### src/rtl/traffic_countdown_ctrl_pkg.sv
// Shared phase encoding, lamp codes and counter width for the traffic countdown controller.
// Also provides the binary to BCD helper used for the digit registers.
package traffic_countdown_ctrl_pkg;

    localparam int CNT_W = 7;

    typedef enum logic [1:0] {
        A_GREEN  = 2'd0,
        A_YELLOW = 2'd1,
        B_GREEN  = 2'd2,
        B_YELLOW = 2'd3
    } phase_t;

    localparam logic [2:0] LAMP_RED = 3'b100;
    localparam logic [2:0] LAMP_YEL = 3'b010;
    localparam logic [2:0] LAMP_GRN = 3'b001;

    // Repeated subtraction; nine steps cover the whole 0..99 display range.
    function automatic logic [7:0] bin2bcd(input logic [CNT_W-1:0] bin);
        logic [3:0]       tens;
        logic [CNT_W-1:0] rem;
        tens = 4'd0;
        rem  = bin;
        for (int i = 0; i < 9; i++) begin
            if (rem >= CNT_W'(10)) begin
                rem  = rem - CNT_W'(10);
                tens = tens + 4'd1;
            end
        end
        return {tens, rem[3:0]};
    endfunction

endpackage

### src/rtl/traffic_countdown_ctrl_sec_tick_gen.sv
// Divides sys_clk down to a one-cycle pulse per second; tick is registered (CLK_FREQ cycles after reset).
// en low freezes the prescaler and masks the tick; a tick caught by en dropping is delivered on resume.
module sec_tick_gen #(
    parameter int CLK_FREQ = 50_000_000
) (
    input  logic sys_clk,
    input  logic sys_rst_n,
    input  logic en,
    output logic sec_tick
);

    localparam int              PW   = $clog2(CLK_FREQ);
    localparam logic [PW-1:0]   LAST = PW'(CLK_FREQ - 1);

    logic [PW-1:0] presc_q, presc_d;
    logic          tick_q, tick_d;

    always_comb begin
        presc_d = presc_q;
        tick_d  = tick_q;
        if (en) begin
            tick_d  = (presc_q == LAST);
            presc_d = tick_d ? '0 : presc_q + PW'(1);
        end
    end

    always_ff @(posedge sys_clk or negedge sys_rst_n) begin
        if (!sys_rst_n) begin
            presc_q <= '0;
            tick_q  <= 1'b0;
        end else begin
            presc_q <= presc_d;
            tick_q  <= tick_d;
        end
    end

    assign sec_tick = tick_q & en;

endmodule

### src/rtl/traffic_countdown_ctrl.sv
// Two-direction traffic phase FSM with per-direction countdowns shown as registered BCD digits.
// Lamps change on the phase edge, digits lag counters by one cycle; en low freezes everything.
module traffic_countdown_ctrl
    import traffic_countdown_ctrl_pkg::*;
#(
    parameter int CLK_FREQ    = 50_000_000,
    parameter int GREEN_TIME  = 25,
    parameter int YELLOW_TIME = 5
) (
    input  logic       sys_clk,
    input  logic       sys_rst_n,
    input  logic       en,
    output logic [2:0] led_a,
    output logic [2:0] led_b,
    output logic [3:0] a_tens,
    output logic [3:0] a_units,
    output logic [3:0] b_tens,
    output logic [3:0] b_units,
    output logic       sec_tick
);

    if (GREEN_TIME + YELLOW_TIME > 99 || GREEN_TIME < 1 || YELLOW_TIME < 1 || CLK_FREQ < 2) begin : g_param_check
        $error("traffic_countdown_ctrl: invalid timing parameters");
    end

    localparam logic [CNT_W-1:0] T_GRN   = CNT_W'(GREEN_TIME);
    localparam logic [CNT_W-1:0] T_YEL   = CNT_W'(YELLOW_TIME);
    localparam logic [CNT_W-1:0] T_RED   = CNT_W'(GREEN_TIME + YELLOW_TIME);
    localparam logic [7:0]       RST_A   = bin2bcd(T_GRN);
    localparam logic [7:0]       RST_B   = bin2bcd(T_RED);

    function automatic logic [2:0] lamp_a(input phase_t ph);
        case (ph)
            A_GREEN:  return LAMP_GRN;
            A_YELLOW: return LAMP_YEL;
            default:  return LAMP_RED;
        endcase
    endfunction

    function automatic logic [2:0] lamp_b(input phase_t ph);
        case (ph)
            B_GREEN:  return LAMP_GRN;
            B_YELLOW: return LAMP_YEL;
            default:  return LAMP_RED;
        endcase
    endfunction

    // Length of the interval that follows the lamp currently lit.
    function automatic logic [CNT_W-1:0] next_len(input logic [2:0] lamp);
        case (lamp)
            LAMP_GRN: return T_YEL;
            LAMP_YEL: return T_RED;
            default:  return T_GRN;
        endcase
    endfunction

    phase_t           phase_q, phase_d;
    logic [CNT_W-1:0] cnt_a_q, cnt_a_d, cnt_b_q, cnt_b_d;
    logic [2:0]       led_a_q, led_a_d, led_b_q, led_b_d;
    logic [7:0]       bcd_a_q, bcd_a_d, bcd_b_q, bcd_b_d;

    sec_tick_gen #(.CLK_FREQ(CLK_FREQ)) u_tick (
        .sys_clk   (sys_clk),
        .sys_rst_n (sys_rst_n),
        .en        (en),
        .sec_tick  (sec_tick)
    );

    always_comb begin
        phase_d = phase_q;
        cnt_a_d = cnt_a_q;
        cnt_b_d = cnt_b_q;
        if (sec_tick) begin
            cnt_a_d = (cnt_a_q > CNT_W'(1)) ? cnt_a_q - CNT_W'(1) : next_len(lamp_a(phase_q));
            cnt_b_d = (cnt_b_q > CNT_W'(1)) ? cnt_b_q - CNT_W'(1) : next_len(lamp_b(phase_q));
            // The non-red side owns the phase timing.
            case (phase_q)
                A_GREEN:  if (cnt_a_q == CNT_W'(1)) phase_d = A_YELLOW;
                A_YELLOW: if (cnt_a_q == CNT_W'(1)) phase_d = B_GREEN;
                B_GREEN:  if (cnt_b_q == CNT_W'(1)) phase_d = B_YELLOW;
                default:  if (cnt_b_q == CNT_W'(1)) phase_d = A_GREEN;
            endcase
        end
        led_a_d = lamp_a(phase_d);
        led_b_d = lamp_b(phase_d);
        bcd_a_d = bin2bcd(cnt_a_q);
        bcd_b_d = bin2bcd(cnt_b_q);
    end

    always_ff @(posedge sys_clk or negedge sys_rst_n) begin
        if (!sys_rst_n) begin
            phase_q <= A_GREEN;
            cnt_a_q <= T_GRN;
            cnt_b_q <= T_RED;
            led_a_q <= LAMP_GRN;
            led_b_q <= LAMP_RED;
            bcd_a_q <= RST_A;
            bcd_b_q <= RST_B;
        end else begin
            phase_q <= phase_d;
            cnt_a_q <= cnt_a_d;
            cnt_b_q <= cnt_b_d;
            led_a_q <= led_a_d;
            led_b_q <= led_b_d;
            bcd_a_q <= bcd_a_d;
            bcd_b_q <= bcd_b_d;
        end
    end

    assign led_a   = led_a_q;
    assign led_b   = led_b_q;
    assign a_tens  = bcd_a_q[7:4];
    assign a_units = bcd_a_q[3:0];
    assign b_tens  = bcd_b_q[7:4];
    assign b_units = bcd_b_q[3:0];

endmodule
### config.mk
export PLATFORM = sky130hd
export DESIGN_NAME = traffic_countdown_ctrl
export DESIGN_NICKNAME = d
export VERILOG_FILES = /design/src/rtl/traffic_countdown_ctrl_pkg.sv /design/src/rtl/traffic_countdown_ctrl_sec_tick_gen.sv /design/src/rtl/traffic_countdown_ctrl.sv
export SDC_FILE = /design/constraint.sdc
export NUM_CORES = 1
export LEC_CHECK = 0
export ABC_AREA = 1
export CAP_MARGIN = 20
export CORE_AREA = 4 4 120 122
export CTS_CLUSTER_SIZE = 10
export DETAILED_ROUTE_END_ITERATION = 16
export DIE_AREA = 0 0 124 126
export GPL_ROUTABILITY_DRIVEN = 0
export PLACE_DENSITY = 0.88
export RECOVER_POWER = 25
export SLEW_MARGIN = 10
export SYNTH_ARGS = -nofsm -noshare
export SYNTH_HDL_FRONTEND = slang
export SYNTH_SLANG_ARGS = --single-unit
### constraint.sdc
create_clock -name sys_clk -period 7.5 [get_ports sys_clk]
set_clock_uncertainty 0.1 [all_clocks]
set_input_delay 1.5 -clock sys_clk [delete_from_list [all_inputs] [get_ports sys_clk]]
set_output_delay 1.5 -clock sys_clk [all_outputs]
set_load 0.01 [all_outputs]
## Yosys cells after proc, flatten, opt, wreduce, memory -nomap -nowiden

Index checks and enable logic that the tools add are counted.
Widths: inputs -> output; s select.

- Bits in registers: 65
- Latch bits: 0
- Bits in writable memories: 0
- Memory bits (read-only): 0
- Output and inout port bits: 23
- Word-level logic and storage cells: 135
- Memories: 0

- Add/subtract/negate cells: 37
- Multipliers: 0
- Divide/modulo/power cells: 0
- Magnitude comparators: 20
- Equality and inequality tests: 13
- Shift-type cells: 0
- Multiplexer cells: 53
- Bitwise gates (word level): 1
- Reductions and logical operators: 2

Operator list:

| cell | count |
|---|---|
| $ge 7x4->1 const B | 18 |
| $mux 7 | 18 |
| $sub 7x4->7 const B | 16 |
| $mux 4 | 18 |
| $add 4x1->4 const B | 16 |
| $add 26x1->26 const B | 1 |
| $eq 26x26->1 const B | 1 |
| $mux 26 | 1 |
| $pmux 3 s2 | 4 |
| $pmux 5 s2 | 2 |
| $eq 7x1->1 const B | 2 |
| $gt 7x1->1 const B | 2 |
| $sub 7x1->7 const B | 2 |
| $mux 2 | 5 |
| $eq 2x2->1 const B | 4 |
| $sub 4x4->4 const B | 2 |
| $eq 3x1->1 const B | 2 |
| $eq 3x2->1 const B | 2 |
| $mux 3 | 2 |
| $pmux 2 s3 | 1 |
| $eq 2x1->1 const B | 2 |
| $logic_not 2->1 | 2 |
| $mux 1 | 2 |
| $and 1x1->1 | 1 |

## Longest topological paths before layout

Gate-level depths: netlist of run 1.

- Depth after elaboration: 18
- Gate-level depth with buffers: 75

## Cells and area by module

Synthesis of run 1 repeated with hierarchy kept, for this count alone.

- Cells, all modules: 1272
- Area total of the unflattened synthesis: 7972.6 um^2

By module, submodules not included:

| module | times used | cells an instance | area an instance (um^2) | seq. area each (um^2) |
|---|---|---|---|---|
| traffic_countdown_ctrl | 1 | 1006 | 6219.7 | 968.4 |
| sec_tick_gen | 1 | 266 | 1752.9 | 675.6 |

## Least setup slack after synthesis of run 1

Ideal clock, no wire load.

- Path type: register to register
- From: register cnt_b_q[1]
- To: register bcd_b_q[7]
- Setup time: 0.116 ns
- Arrival time: 7.623 ns
- Required time: 7.284 ns
- Path slack: -0.339 ns
- Cell stages (with the launch flop): 70
- Path buffers: 1
- Period minus slack after synthesis: 7.839 ns
- Cell sequence: dfstp_2 > inv_1 > ha_1 > inv_1 > nand2_1 > nand2_4 > nor2_8 > nand2_1 > o21ai_4 > inv_1 > ha_1 > nand3_1 > nand2_4 > nor2_8 > xor2_2 > inv_1 > ha_1 > inv_1 > (+34 left out) > nor2_1 > nand2_2 > o21ai_4 > o21ai_0 > nand2_1 > inv_1 > ha_1 > nand4_1 > nor2_1 > nor2_4 > nand2_4 > o21ai_2 > ha_1 > o21ai_1 > inv_2 > nand2_4 > nand2_1 > nand2_1

- Cells in the longest elaborated chain, start to end: 18

Ends and longest elaborated chain:

| element | line | RTL |
|---|---|---|
| start, declared | traffic_countdown_ctrl.sv:58 | `logic [CNT_W-1:0] cnt_a_q, cnt_a_d, cnt_b_q, cnt_b_d;` |
| start signal, assigned | traffic_countdown_ctrl.sv:102 | `cnt_b_q <= cnt_b_d;` |
| $sub 7x4->7 or $ge 7x4->1 (tied branches) | traffic_countdown_ctrl_pkg.sv:26, traffic_countdown_ctrl_pkg.sv:25 |  |
| $mux 7 or $mux 1 (tied branches) | traffic_countdown_ctrl_pkg.sv:25 | `if (rem >= CNT_W'(10)) begin` |
| $sub 7x4->7, or another cell as far along | traffic_countdown_ctrl_pkg.sv:26 | `rem = rem - CNT_W'(10);` |
| $mux 7 or $mux 4 (tied branches) | traffic_countdown_ctrl_pkg.sv:25 |  |
| $sub 7x4->7, or another cell as far along | traffic_countdown_ctrl_pkg.sv:26 |  |
| $mux 7 or $mux 4 (tied branches) | traffic_countdown_ctrl_pkg.sv:25 |  |
| $sub 7x4->7, or another cell as far along | traffic_countdown_ctrl_pkg.sv:26 |  |
| $mux 7 or $mux 4 (tied branches) | traffic_countdown_ctrl_pkg.sv:25 |  |
| (+3 left out) | - |  |
| $mux 7 or $mux 4 (tied branches) | traffic_countdown_ctrl_pkg.sv:25 |  |
| $sub 7x4->7, or another cell as far along | traffic_countdown_ctrl_pkg.sv:26 |  |
| $mux 7 or $mux 4 (tied branches) | traffic_countdown_ctrl_pkg.sv:25 |  |
| $sub 7x4->7, or another cell as far along | traffic_countdown_ctrl_pkg.sv:26 |  |
| $mux 7 or $mux 4 (tied branches) | traffic_countdown_ctrl_pkg.sv:25 |  |
| $ge 7x4->1 or $add 4x1->4 (tied branches) | traffic_countdown_ctrl_pkg.sv:25, traffic_countdown_ctrl_pkg.sv:27 |  |
| $mux 4 (*) | traffic_countdown_ctrl_pkg.sv:25 |  |
| via bcd_b_d[7] | traffic_countdown_ctrl.sv:60 | `logic [7:0] bcd_a_q, bcd_a_d, bcd_b_q, bcd_b_d;` |
| end signal, assigned | traffic_countdown_ctrl.sv:98 | `bcd_b_q <= RST_B;` |
| end signal, assigned | traffic_countdown_ctrl.sv:106 | `bcd_b_q <= bcd_b_d;` |
| end, declared | traffic_countdown_ctrl.sv:60 |  |

Mark *: on every way through the listed nets, which the timed path passes. The rest lies on a longest branch.
A chain may end at the register's enable or synchronous reset.

## Worst setup path after layout of run 1

- From: register cnt_a_q[1]
- To: register bcd_a_q[7]

- Cells in the longest elaborated chain, start to end: 18

Ends and longest elaborated chain:

| element | line | RTL |
|---|---|---|
| start, declared | traffic_countdown_ctrl.sv:58 |  |
| start signal, assigned | traffic_countdown_ctrl.sv:101 | `cnt_a_q <= cnt_a_d;` |
| $sub 7x4->7 or $ge 7x4->1 (tied branches) | traffic_countdown_ctrl_pkg.sv:26, traffic_countdown_ctrl_pkg.sv:25 |  |
| $mux 7 or $mux 1 (tied branches) | traffic_countdown_ctrl_pkg.sv:25 |  |
| $sub 7x4->7, or another cell as far along | traffic_countdown_ctrl_pkg.sv:26 |  |
| $mux 7 or $mux 4 (tied branches) | traffic_countdown_ctrl_pkg.sv:25 |  |
| $sub 7x4->7, or another cell as far along | traffic_countdown_ctrl_pkg.sv:26 |  |
| $mux 7 or $mux 4 (tied branches) | traffic_countdown_ctrl_pkg.sv:25 |  |
| $sub 7x4->7, or another cell as far along | traffic_countdown_ctrl_pkg.sv:26 |  |
| $mux 7 or $mux 4 (tied branches) | traffic_countdown_ctrl_pkg.sv:25 |  |
| (+3 left out) | - |  |
| $mux 7 or $mux 4 (tied branches) | traffic_countdown_ctrl_pkg.sv:25 |  |
| $sub 7x4->7, or another cell as far along | traffic_countdown_ctrl_pkg.sv:26 |  |
| $mux 7 or $mux 4 (tied branches) | traffic_countdown_ctrl_pkg.sv:25 |  |
| $sub 7x4->7, or another cell as far along | traffic_countdown_ctrl_pkg.sv:26 |  |
| $mux 7 or $mux 4 (tied branches) | traffic_countdown_ctrl_pkg.sv:25 |  |
| $ge 7x4->1 or $add 4x1->4 (tied branches) | traffic_countdown_ctrl_pkg.sv:25, traffic_countdown_ctrl_pkg.sv:27 |  |
| $mux 4 (*) | traffic_countdown_ctrl_pkg.sv:25 |  |
| via bcd_a_d[7] | traffic_countdown_ctrl.sv:60 |  |
| end signal, assigned | traffic_countdown_ctrl.sv:97 | `bcd_a_q <= RST_A;` |
| end signal, assigned | traffic_countdown_ctrl.sv:105 | `bcd_a_q <= bcd_a_d;` |
| end, declared | traffic_countdown_ctrl.sv:60 |  |

Marked as above.

==> results.json, run 1 <==
{
  "outcome": "complete, but fails checks",
  "violations": "negative setup slack",
  "ys_seq_area_share_pct": 21.51,
  "die_area_sq_mm": 0.01562,
  "port_buffers": 25,
  "setup_tns_ns": -0.9254,
  "crit_buf_inv": 13,
  "max_freq_ghz": 0.1303,
  "avgSynthCellArea_sq_um": 6.681,
  "fin_ws_ns": -0.1735,
  "power_switching_mw": 0.2289,
  "worstPathArrival_ns": 7.79,
  "cp_common_cell": "nand2_2",
  "r2r-end": "bcd_a_q[7]",
  "wirelength_mm": 22.78,
  "worstHoldEndpoint": "u_tick.tick_q",
  "p_per_area_mw_per_mm2": 91.41,
  "swShare_pct": 24.69,
  "clkTransAtPathRegs_ns": 0.06,
  "nNetsFinal": 1347,
  "first_iter_violations": 713,
  "synth_area_sq_mm": 0.007644,
  "cp_top_family": "simple AND/OR/NAND/NOR gates",
  "coreArea_sq_mm": 0.01319,
  "worstMarginPinSlew_ns": 0.8206,
  "crit_path_end_kind": "flop",
  "ys_top_cells_by_area": "dfrtp_1 (17%), nand2_1 (16%), inv_1 (8.1%)",
  "async_reset_ff_share_pct": 100.0,
  "p_leak_nw": 5.279,
  "clk_path_buf_depth": 2,
  "die_w_um": 124,
  "fin_crit_sh_pct": 102.3,
  "grtUsageTotal_pct": 22.53,
  "ys_ff_latch": 65,
  "most-common-layout-cells": "nand2_1 (265), inv_1 (131), buf_4 (116)",
  "slew_headroom_pct": 45.29,
  "grt_max_degree": 66,
  "min_from": "u_tick.tick_q",
  "dp_hpwl_mm": 12.41,
  "crit_fanout": 7,
  "drc": 0,
  "drtAntennaViolNets": 0,
  "insertion_delay_ns": 0.33,
  "start_util_pct": 57.95,
  "antenna_found_initial": 0,
  "mostFrequentLayoutCell": "nand2_1",
  "rsz0062_at_grt": "yes",
  "cp_slowest_cell": "dfrtp_2",
  "yosys_warnings": 0,
  "dieHeight_um": 126,
  "ys.flop_type": "dfrtp_1",
  "drive_above_1_share_pct": 34.99,
  "cts_tree": "done",
  "worstHoldPathType": "flop to flop",
  "cp.required_ns": 7.62,
  "overflow": 0,
  "min_period_ns": 7.674,
  "vias": 8512,
  "antenna_cells": 0,
  "synth_edf_count": 0,
  "syn-num-nets": 1190,
  "pin_count": 26,
  "setup_viol": 10,
  "cts_made_buffers": 9,
  "yosysTopAreaCell": "dfrtp_1",
  "syn_inst": 1144,
  "slowest_delay_ns": 0.44,
  "rows": 42,
  "wl_per_cell_um": 15.37,
  "vdd_drop_max_mv": 0.1401,
  "hold_viol": 0,
  "finalMaxSlewViolations": 0,
  "cts.sinks": 65,
  "fin_hold_ws_ns": 0.3782,
  "seqPwrFrac_pct": 43.2,
  "root_buffer": "clkbuf_16",
  "first_pass_iters": 5,
  "cts_max_level": 3,
  "pwr-share-comb_pct": 7.7,
  "avgViaCountPerCell": 5.744,
  "r2r_start": "cnt_a_q[1]",
  "yosysUniqueCellTypes": 49,
  "grt_pass1_vias": 7090,
  "syn2layout_area_growth_pct": 32.69,
  "clockPowerShare_pct": 49.1,
  "critPathKind": "flop to flop",
  "grt_pass1_wl_mm": 30.19,
  "startpoint_type": "flop",
  "r2r_setup_slack_ns": -0.17,
  "synth_top_area_share_pct": 16.70,
  "min_path_cells": 2,
  "reg2reg_depth": 67,
  "intPower_mw": 0.6982,
  "maxCapViolations": 0
}
==> how the worst max path moves through the flow <==
stage,startpoint,to,slack [ns],depth (start not counted)
4_1_cts,cnt_b_q[1],bcd_b_q[4],0.01,69
6_report,cnt_a_q[1],bcd_a_q[7],-0.17,67
3_5_place_dp,cnt_b_q[2],bcd_b_q[7],-0.37,68
5_1_grt,cnt_a_q[1],bcd_a_q[7],-0.48,67
2_1_floorplan,cnt_b_q[1],bcd_b_q[1],-0.009,68
3_3_place_gp,cnt_b_q[2],bcd_b_q[7],-0.06,68
==> layout make-up <==
class                      instances  area [sq um]
fill                             756          3048
inverter                         190         750.7
tap                              176         220.2
clock inverter                     5         80.08
multi-input combinational        884          5972
sequential                        65          1645
clock buffer                      11         242.7
timing repair buffer             151          1231
==> timing repair <==
| item | 4_1_cts | 5_1_grt |
|---|---|---|
| gates cloned | 0 | 1 |
| setup buffers | 23 | 74 |
| hold buffers | 0 | 0 |
| setup endpoints to repair | 14 | 14 |
| pin swaps | 18 | 103 |
| resized for setup | 13 | 154 |
==> cells in the mapped netlist (30+ instances only) <==
cell / count
nand2_1: 316
inv_1: 165
nand3_1: 97
nor2_1: 72
nand2_2: 54
dfrtp_1: 51
ha_1: 43
o21ai_0: 38
nand4_1: 35
nand2_4: 33
a21oi_1: 32
xor2_1: 30
==> metrics by stage <==
step	setup slack [ns]	power [mW]	std cells	area, sq um	util, %
final	-0.1735	0.9271	1482	10140	76.89
after global routing	-0.4761	0.9599	1482	10140	76.89
after CTS	0.01175	0.9239	1406	9002	68.25
after detailed placement	-0.3716	0.4712	1367	8462	64.15
after global placement	-0.06084	0.4673	1367	8462	64.15
after floorplan	-0.009118	0.4480	1144	7834	-
==> power groups by stage <==
stage                     combinational (mW)  clock [mW]  sequential [mW]
after CTS                             0.0691       0.458            0.397
after global placement                0.0658           0            0.401
after global routing                  0.0821       0.476            0.402
final                                 0.0715       0.455            0.400
after floorplan                       0.0508           0            0.397
after detailed placement              0.0687           0            0.403
==> state kept, by name (all words and copies together) (netlist names) <==
register        cells
bcd_b_q             8
cnt_b_q             7
led_b               3
led_a               3
cnt_a_q             7
phase_q             2
u_tick.presc_q     26
u_tick.tick_q       1
bcd_a_q             8
==> worst min-delay path, cell delays in order, from the launching register on <==
cell and delay (ns):
dfrtp_1 0.33, nand2_1 0.05, nand2_1 0.06
==> layer usage <==
layer	global-route usage [%]	routed length (um)
met1	29.01	8949
met2	39.26	11330
met3	4.215	1560
met4	4.510	938
met5	0	0
==> logic make-up after synthesis <==
| kind of cell | count (synthesis) | share of synthesized area (%) |
|---|---|---|
| fa+ha+maj | 43 | 7.039 |
| xor+xnor | 40 | 4.927 |
| buf+inv | 196 | 10.13 |
| flops | 65 | 21.51 |
| compound gates | 111 | 9.052 |
| simple gates | 689 | 47.34 |
No activity file was read; power rests on OpenSTA's default activity.
==> run 2: changes to the inputs <==
--- a/config.mk
+++ b/config.mk
@@ -14,6 +14,7 @@
 export GPL_ROUTABILITY_DRIVEN = 0
 export PLACE_DENSITY = 0.88
 export RECOVER_POWER = 25
+export SKIP_LAST_GASP = 1
 export SLEW_MARGIN = 10
 export SYNTH_ARGS = -nofsm -noshare
 export SYNTH_HDL_FRONTEND = slang
==> results.json, run 2 (synthesis gave the netlist of run 1 again) <==
{
  "mostFrequentLayoutCell": "nand2_1",
  "violations": "negative setup slack",
  "outcome": "complete, but fails checks",
  "vias": 8590,
  "slew_headroom_pct": 45.27,
  "worstPathArrival_ns": 7.76,
  "r2r_start": "cnt_a_q[1]",
  "power_switching_mw": 0.2286,
  "multiInputGateArea_sq_mm": 0.005972,
  "startpoint_type": "flop",
  "fin_ws_ns": -0.1423,
  "min_from": "u_tick.tick_q",
  "grtUsageTotal_pct": 22.53,
  "root_buffer": "clkbuf_16",
  "r2r_setup_slack_ns": -0.14,
  "overflow": 0,
  "worstMarginPinSlew_ns": 0.8210,
  "syn2layout_area_growth_pct": 32.69,
  "nNetsFinal": 1347,
  "max_freq_ghz": 0.1309,
  "clkTransAtPathRegs_ns": 0.06,
  "p_leak_nw": 5.281,
  "start_util_pct": 57.95,
  "worstHoldEndpoint": "u_tick.tick_q",
  "crit_path_end_kind": "flop",
  "hold_viol": 0,
  "cts_made_buffers": 9,
  "p_per_area_mw_per_mm2": 91.38,
  "most-common-layout-cells": "nand2_1 (265), inv_1 (132), buf_4 (116)",
  "cts.hold.buffers_added": 0,
  "cts_max_level": 3,
  "fin_crit_sh_pct": 101.9,
  "wl_per_cell_um": 15.33,
  "dp_hpwl_mm": 12.41,
  "pwr-share-comb_pct": 7.7,
  "die_w_um": 124,
  "setup_viol": 9,
  "finish.instance_area_sq_mm": 0.01014,
  "cts_tree": "done",
  "maxCapViolations": 0,
  "grt_pass1_wl_mm": 30.19,
  "cp_common_cell": "nand2_2",
  "grt_pass1_vias": 7090,
  "port_buffers": 25,
  "reg.largest.list": "u_tick.presc_q (26), bcd_a_q (8), bcd_b_q (8)",
  "dpl-instance-area_sq_mm": 0.008462,
  "dieHeight_um": 126,
  "clk_path_buf_depth": 2,
  "slowest_delay_ns": 0.44,
  "r2r-end": "bcd_a_q[7]",
  "finalMaxSlewViolations": 0,
  "worstHoldPathType": "flop to flop",
  "min_path_cells": 2,
  "avgViaCountPerCell": 5.796,
  "clockPowerShare_pct": 49.1,
  "finish.utilization_pct": 76.89,
  "final.fill_count": 756,
  "wirelength_mm": 22.72,
  "largest-register": "u_tick.presc_q",
  "pin_count": 26,
  "seqPwrFrac_pct": 43.2,
  "first_iter_violations": 784,
  "regArea_sq_mm": 0.001645,
  "antenna_found_initial": 0,
  "crit_fanout": 7,
  "cp.required_ns": 7.62,
  "drive_above_1_share_pct": 34.92,
  "largest_register_ffs": 26,
  "rsz0062_at_grt": "yes",
  "coreArea_sq_mm": 0.01319,
  "reg2reg_depth": 67,
  "first_pass_iters": 6,
  "vdd_drop_max_mv": 0.1404,
  "cp_slowest_cell": "dfrtp_2",
  "critPathKind": "flop to flop",
  "cts.sinks": 65,
  "drtAntennaViolNets": 0,
  "insertion_delay_ns": 0.33,
  "rows": 42,
  "min_period_ns": 7.642,
  "swShare_pct": 24.66,
  "setup_tns_ns": -0.7447,
  "antenna_cells": 0,
  "intPower_mw": 0.6982,
  "drc": 0,
  "grt_max_degree": 66,
  "die_area_sq_mm": 0.01562
}
## run 2: cell counts in the layout (fill, tap and decap cells not counted)
Identical to the previous run, type by type.
## run 2: layout make-up
type,instances,area share [%]
Inverter,190,7.402
Clock buffer,11,2.393
Clock inverter,5,0.7895
Multi-Input combinational cell,884,58.88
Timing Repair Buffer,151,12.14
Tap cell,176,2.171
Sequential cell,65,16.22
## run 2: power groups by stage
stage	logic (mW)	clock network, mW	registers, mW
6_report	0.0715	0.455	0.400
5_1_grt	0.0821	0.476	0.402
4_1_cts	0.0691	0.458	0.397
3_5_place_dp	0.0687	0	0.403
3_3_place_gp	0.0658	0	0.401
2_1_floorplan	0.0508	0	0.397
## run 2: metal layers
layer,vias up,global-route usage (%),routed length [um]
li1,3986,-,-
met3,111,4.215,1563
met1,3992,29.01,8948
met4,0,4.510,970
met2,501,39.26,11240
met5,-,0,0
## run 2: repair_timing
item	CTS	global route
resized for setup	13	153
setup buffers	23	74
pin swaps	18	103
gates cloned	0	1
setup endpoints to repair	14	14
## run 2: metrics by stage
step	instances	power, mW	hold slack, ns	worst slack, ns
2_1_floorplan	1144	0.4480	0.2818	-0.009118
3_3_place_gp	1367	0.4673	0.3613	-0.06084
3_5_place_dp	1367	0.4712	0.3660	-0.3716
4_1_cts	1406	0.9239	0.3803	0.01175
5_1_grt	1482	0.9599	0.3991	-0.4761
6_report	1482	0.9268	0.3791	-0.1423
## run 2: worst max-delay path, delay by kind of cell, from the launching register on
kind	cells	cell delay (ns)
DFF	1	0.44
and+or+nand+nor	46	4.41
AOI/OAI and AO/OA	1	0.10
adders and majority gates	7	1.22
buffers and inverters	13	1.21
## run 2: how the worst max path moves through the flow
stage,from,endpoint,depth (start not counted)
after floorplan,cnt_b_q[1],bcd_b_q[1],68
after global placement,cnt_b_q[2],bcd_b_q[7],68
after detailed placement,cnt_b_q[2],bcd_b_q[7],68
after CTS,cnt_b_q[1],bcd_b_q[4],69
after global routing,cnt_a_q[1],bcd_a_q[7],67
final,cnt_a_q[1],bcd_a_q[7],67
==> run 3: changes to the inputs <==
--- a/config.mk
+++ b/config.mk
@@ -7,15 +7,14 @@
 export LEC_CHECK = 0
 export ABC_AREA = 1
 export CAP_MARGIN = 20
-export CORE_AREA = 4 4 120 122
+export CORE_AREA = 3 3 119 121
 export CTS_CLUSTER_SIZE = 10
 export DETAILED_ROUTE_END_ITERATION = 16
-export DIE_AREA = 0 0 124 126
+export DIE_AREA = 0 0 122 124
 export GPL_ROUTABILITY_DRIVEN = 0
 export PLACE_DENSITY = 0.88
 export RECOVER_POWER = 25
 export SKIP_LAST_GASP = 1
-export SLEW_MARGIN = 10
 export SYNTH_ARGS = -nofsm -noshare
 export SYNTH_HDL_FRONTEND = slang
 export SYNTH_SLANG_ARGS = --single-unit
==> results.json, run 3 (synthesis gave the netlist of run 1 again) <==
{
  "fin_crit_sh_pct": 101.7,
  "coreArea_sq_mm": 0.01319,
  "setup_tns_ns": -0.8507,
  "p_leak_nw": 5.206,
  "r2r_start": "cnt_b_q[1]",
  "setup_viol": 12,
  "startpoint": "cnt_b_q[1]",
  "vdd_drop_max_mv": 0.1193,
  "rows": 42,
  "slew_headroom_pct": 45.33,
  "worstPathArrival_ns": 7.75,
  "finish.instance_area_sq_mm": 0.009978,
  "vias": 8514,
  "die_area_sq_mm": 0.01513,
  "final.fill_count": 790,
  "mostFrequentLayoutCell": "nand2_1",
  "cp_top_family": "simple AND/OR/NAND/NOR gates",
  "insertion_delay_ns": 0.34,
  "crit_end": "bcd_b_q[2]",
  "pre_cts_ws_ns": -0.3712,
  "most-common-layout-cells": "nand2_1 (265), inv_1 (136), buf_4 (114)",
  "antenna_cells": 0,
  "drc": 0,
  "critPathKind": "flop to flop",
  "root_buffer": "clkbuf_16",
  "first_pass_iters": 11,
  "port_buffers": 25,
  "crit_path_end_kind": "flop",
  "startpoint_type": "flop",
  "syn2layout_area_growth_pct": 30.55,
  "dieHeight_um": 124,
  "r2r-end": "bcd_b_q[2]",
  "reg2reg_depth": 68,
  "reg.largest.list": "u_tick.presc_q (26), bcd_a_q (8), bcd_b_q (8)",
  "wl_per_cell_um": 15.43,
  "nNetsFinal": 1344,
  "drive_above_1_share_pct": 34.18,
  "p_total_mw": 0.8603,
  "maxCapViolations": 0,
  "hold_viol": 0,
  "grt_pass1_wl_mm": 29.21,
  "largest-register": "u_tick.presc_q",
  "grt_max_degree": 66,
  "avgViaCountPerCell": 5.760,
  "overflow": 0,
  "r2r_setup_slack_ns": -0.12,
  "worstHoldPathType": "flop to flop",
  "start_util_pct": 57.95,
  "pin_count": 26,
  "dpl-instance-area_sq_mm": 0.008454,
  "crit_buf_inv": 16,
  "violations": "negative setup slack",
  "fin_ws_ns": -0.1240,
  "cp.depth": 68,
  "grt_pass1_vias": 6859,
  "antenna_found_initial": 0,
  "cp_slowest_cell": "dfstp_2",
  "dp_hpwl_mm": 12.45,
  "cp_common_cell": "nand2_4",
  "clk_path_buf_depth": 2,
  "grtUsageTotal_pct": 22.93,
  "cts_max_level": 3,
  "die_w_um": 122,
  "cts_tree": "done",
  "first_iter_violations": 879,
  "cts.sinks": 65,
  "slowest_delay_ns": 0.56,
  "clkTransAtPathRegs_ns": 0.06,
  "crit_fanout": 7,
  "finalMaxSlewViolations": 0,
  "worstMarginPinSlew_ns": 0.8114,
  "largest_register_ffs": 26,
  "wirelength_mm": 22.81,
  "cts_made_buffers": 9,
  "p_per_area_mw_per_mm2": 86.21,
  "outcome": "complete, but fails checks",
  "fin_hold_ws_ns": 0.3776,
  "rsz0062_at_grt": "yes",
  "cp.required_ns": 7.63,
  "min_period_ns": 7.624,
  "max_freq_ghz": 0.1312,
  "drtAntennaViolNets": 0
}
==> run 3: cell count changes in the layout (fill, tap and decap cells not counted), sizes merged <==
cell,change
buf,-3
clkinvlp,-1
bufinv,-2
clkbuf,-2
clkinv,+4
==> run 3: routing by layer <==
metal / track usage (%) / part of all wire [%] / vias to the layer above
met5: 0 / 0 / -
met4: 5.532 / 3.6 / 0
met3: 4.859 / 7.2 / 109
met2: 40.50 / 50 / 464
met1: 28.68 / 39 / 3960
li1: - / - / 3981
==> run 3: report_power, final <==
part	internal, mW	switching, mW	leakage, nW
combinational	0.0246	0.0472	4.34
clock	0.223	0.166	0.132
sequential	0.374	0.0261	0.740
==> run 3: final cells by class <==
class	instances	area [sq um]	area share, %
Clock inverter	6	43.79	0.4389
Inverter	190	750.7	7.524
Multi-Input combinational cell	884	5897	59.10
Timing Repair Buffer	148	1196	11.99
Tap cell	176	220.2	2.207
Clock buffer	9	225.2	2.257
Sequential cell	65	1645	16.49
==> run 3: worst min path at each step <==
stage / startpoint / endpoint / slack, ns / depth (start not counted)
floorplan: cnt_a_q[0] / bcd_a_q[0] / 0.28 / 0
global placement: u_tick.tick_q / u_tick.tick_q / 0.36 / 2
detailed placement: u_tick.tick_q / u_tick.tick_q / 0.37 / 2
CTS: u_tick.tick_q / u_tick.tick_q / 0.38 / 2
global route: u_tick.tick_q / u_tick.tick_q / 0.39 / 2
finish: u_tick.tick_q / u_tick.tick_q / 0.38 / 2
==> run 3: worst register-to-register path, delay by kind of cell (launching register included) <==
kind            cells  cell delay [ns]
simple gates       38             3.50
fa+ha+maj           8             1.22
buf+inv            16             1.13
compound gates      4             0.63
flops               1             0.56
xor+xnor            2             0.38
==> run 3: what timing repair did <==
| action | 4_1_cts | 5_1_grt |
|---|---|---|
| hold buffers | 0 | 0 |
| endpoints found under the setup margin | 14 | 14 |
| pin swaps | 22 | 110 |
| setup buffers | 28 | 67 |
| cloned | 0 | 1 |
| gates resized for setup | 13 | 134 |
==> run 3: stage by stage <==
step | std cells | util (%)
2_1_floorplan | 1144 | -
3_3_place_gp | 1366 | 64.10
3_5_place_dp | 1366 | 64.10
4_1_cts | 1409 | 68.09
5_1_grt | 1478 | 75.65
6_report | 1478 | 75.65
==> RTL change: new RTL, config.mk and constraints of run 3 <==
Make the reset (`sys_rst_n`) synchronous in 2 clocked blocks.
--- a/src/rtl/traffic_countdown_ctrl_sec_tick_gen.sv
+++ b/src/rtl/traffic_countdown_ctrl_sec_tick_gen.sv
@@ -24,7 +24,7 @@
         end
     end
 
-    always_ff @(posedge sys_clk or negedge sys_rst_n) begin
+    always_ff @(posedge sys_clk) begin
         if (!sys_rst_n) begin
             presc_q <= '0;
             tick_q  <= 1'b0;
--- a/src/rtl/traffic_countdown_ctrl.sv
+++ b/src/rtl/traffic_countdown_ctrl.sv
@@ -87,7 +87,7 @@
         bcd_b_d = bin2bcd(cnt_b_q);
     end
 
-    always_ff @(posedge sys_clk or negedge sys_rst_n) begin
+    always_ff @(posedge sys_clk) begin
         if (!sys_rst_n) begin
             phase_q <= A_GREEN;
             cnt_a_q <= T_GRN;
Formal check against the unedited RTL: no difference found for any inputs over 10 cycles, from zero or initial values and one cycle with sys_rst_n low; that may be too few to reach the edited logic, so the function may still have changed.
==> RTL change against run 3 <==
The run still ends with negative setup slack left; setup slack worse by 0.057 ns; synthesized area down 5.5%; sequential cell count unchanged; fmax down 0.75%; cell count down 3.2%; routed wire length down 8.2%; final area down 5.4%.
Power is left out: the tool's default activity adds up to more than one toggle a clock period on the data nets, which glitch-free logic cannot reach.
==> RTL change: results (changes against run 3) <==
RR Endpoint: bcd_a_q[4]$_SDFF_PN0_ (was bcd_b_q[2]$_DFF_PN0_)
Distinct cells, synth: 54 (was 49)
M1 WL: 8.22 mm (was 8.89 mm)
vias per cell: 5.61 (was 5.76)
Avg WL per Cell: 14.6 um (was 15.4 um)
Slew Limit Headroom: 27.9% (was 45.3%)
Crit path arrival time: 7.84 ns (was 7.75 ns)
Net Count, Synth: 1182 (was 1190)
first drt pass iteration count: 8 (was 11)
initial DRC count: 700 (was 879)
first-pass GRT wire length: 27.1 mm (was 29.2 mm)
failing checks: negative setup slack (unchanged)
Async SR Flop Fraction: 0% (was 100%)
total negative slack: -0.657 ns (was -0.851 ns)
worst r2r src: cnt_a_q[1]$_SDFFE_PN0P_ (was cnt_b_q[1]$_DFFE_PN1P_)
pre-CTS WS: -0.309 ns (was -0.371 ns)
met3 wire length: 1.37 mm (was 1.63 mm)
largest net degree at the start of global routing: 23 (was 66)
worst min-delay path startpoint: u_tick.presc_q[23]$_SDFFE_PN0P_ (was u_tick.tick_q$_DFFE_PN0P_)
most frequent cells after synthesis: nand2_1, inv_1, nand3_1 (unchanged)
R2R depth: 73 (was 68)
synth top area cells: dfxtp_1, nand2_1, inv_1, ha_1, nand2_2 (was dfrtp_1, nand2_1, inv_1, ha_1, nand3_1)
DR WL met2: 10.5 mm (was 11.5 mm)
Worst Hold Depth: 1 (was 2)
Final WS setup: -0.181 ns (was -0.124 ns)
GRT Util Overall: 20.9% (was 22.9%)
Slowest cell on crit path: dfxtp_4 (was dfstp_2)
worst hold path endpoint: u_tick.presc_q[23]$_SDFFE_PN0P_ (was u_tick.tick_q$_DFFE_PN0P_)
CP Max Fanout: 6 (was 7)
final setup vio count: 7 (was 12)
Worst path max stage delay: 0.37 ns (was 0.56 ns)
outcome: complete, but fails checks (unchanged)
## RTL change: cell count changes after synthesis, sizes merged, moves of 6 or more
cell | run 3 | this run
dfxtp | 0 | 65
dfrtp | 51 | 0
nand2 | 403 | 383
dfstp | 14 | 0
xor2 | 32 | 19
o21ai | 54 | 42
nand3b | 13 | 2
inv | 184 | 193
o211ai | 0 | 7
nand3 | 111 | 117
nor4 | 5 | 11
## RTL change: logic make-up after synthesis
group	synth area share (%)
simple gates	50.4
buf+inv	11.2
compound gates	8.85
flops	18.0
fa+ha+maj	7.45
xor+xnor	3.90
mux	0.156
## RTL change: what timing repair did
item,in CTS,in global routing
pin swaps,16,111
hold buffers,0,0
cloned,1,0
buffers inserted,10,43
hold endpoints to repair,0,0
setup endpoints to repair,14,14
gates resized for setup,14,202
## RTL change: routing by layer
metal | vias up | track usage (%)
met4 | 0 | 5.04
met1 | 3659 | 25.8
met2 | 367 | 38.1
li1 | 3889 | -
met3 | 109 | 3.36
met5 | - | 0
## RTL change: cell type report
| class | instances | area, sq um |
|---|---|---|
| multi-input cells | 863 | 5860 |
| fillers | 881 | 3750 |
| flip-flops and latches | 65 | 1320 |
| repair buffers | 113 | 922 |
| inverters | 198 | 782 |
| clock buffers | 10 | 229 |
| well taps | 176 | 220 |
| clock inverters | 6 | 115 |
## RTL change: critical path: cells and delay by family (launching register included)
family,cells,cell delay (ns)
adders and majority gates,7,1.03
buffers and inverters,18,1.32
DFF,1,0.37
and+or+nand+nor,48,4.74
## RTL change: worst max path at each step
stage	start	to	slack (ns)	cells past startpoint
after floorplan	cnt_a_q[1]$_SDFFE_PN0P_	bcd_a_q[6]$_SDFF_PN0_	0.02	79
after global placement	cnt_a_q[1]$_SDFFE_PN0P_	bcd_a_q[7]$_SDFF_PN0_	-0.04	78
after detailed placement	cnt_a_q[1]$_SDFFE_PN0P_	bcd_a_q[7]$_SDFF_PN0_	-0.31	78
after CTS	cnt_a_q[1]$_SDFFE_PN0P_	bcd_a_q[6]$_SDFF_PN0_	-0.001	75
after global routing	cnt_a_q[1]$_SDFFE_PN0P_	bcd_a_q[4]$_SDFF_PN0_	-0.47	73
final	cnt_a_q[1]$_SDFFE_PN0P_	bcd_a_q[4]$_SDFF_PN0_	-0.18	73
## RTL change: stage by stage
stage | instance area [sq um] | std cells
after detailed placement | 7890 | 1361
after global placement | 7890 | 1361
after global routing | 9440 | 1431
after CTS | 8360 | 1388
after floorplan | 7220 | 1136
final | 9440 | 1431
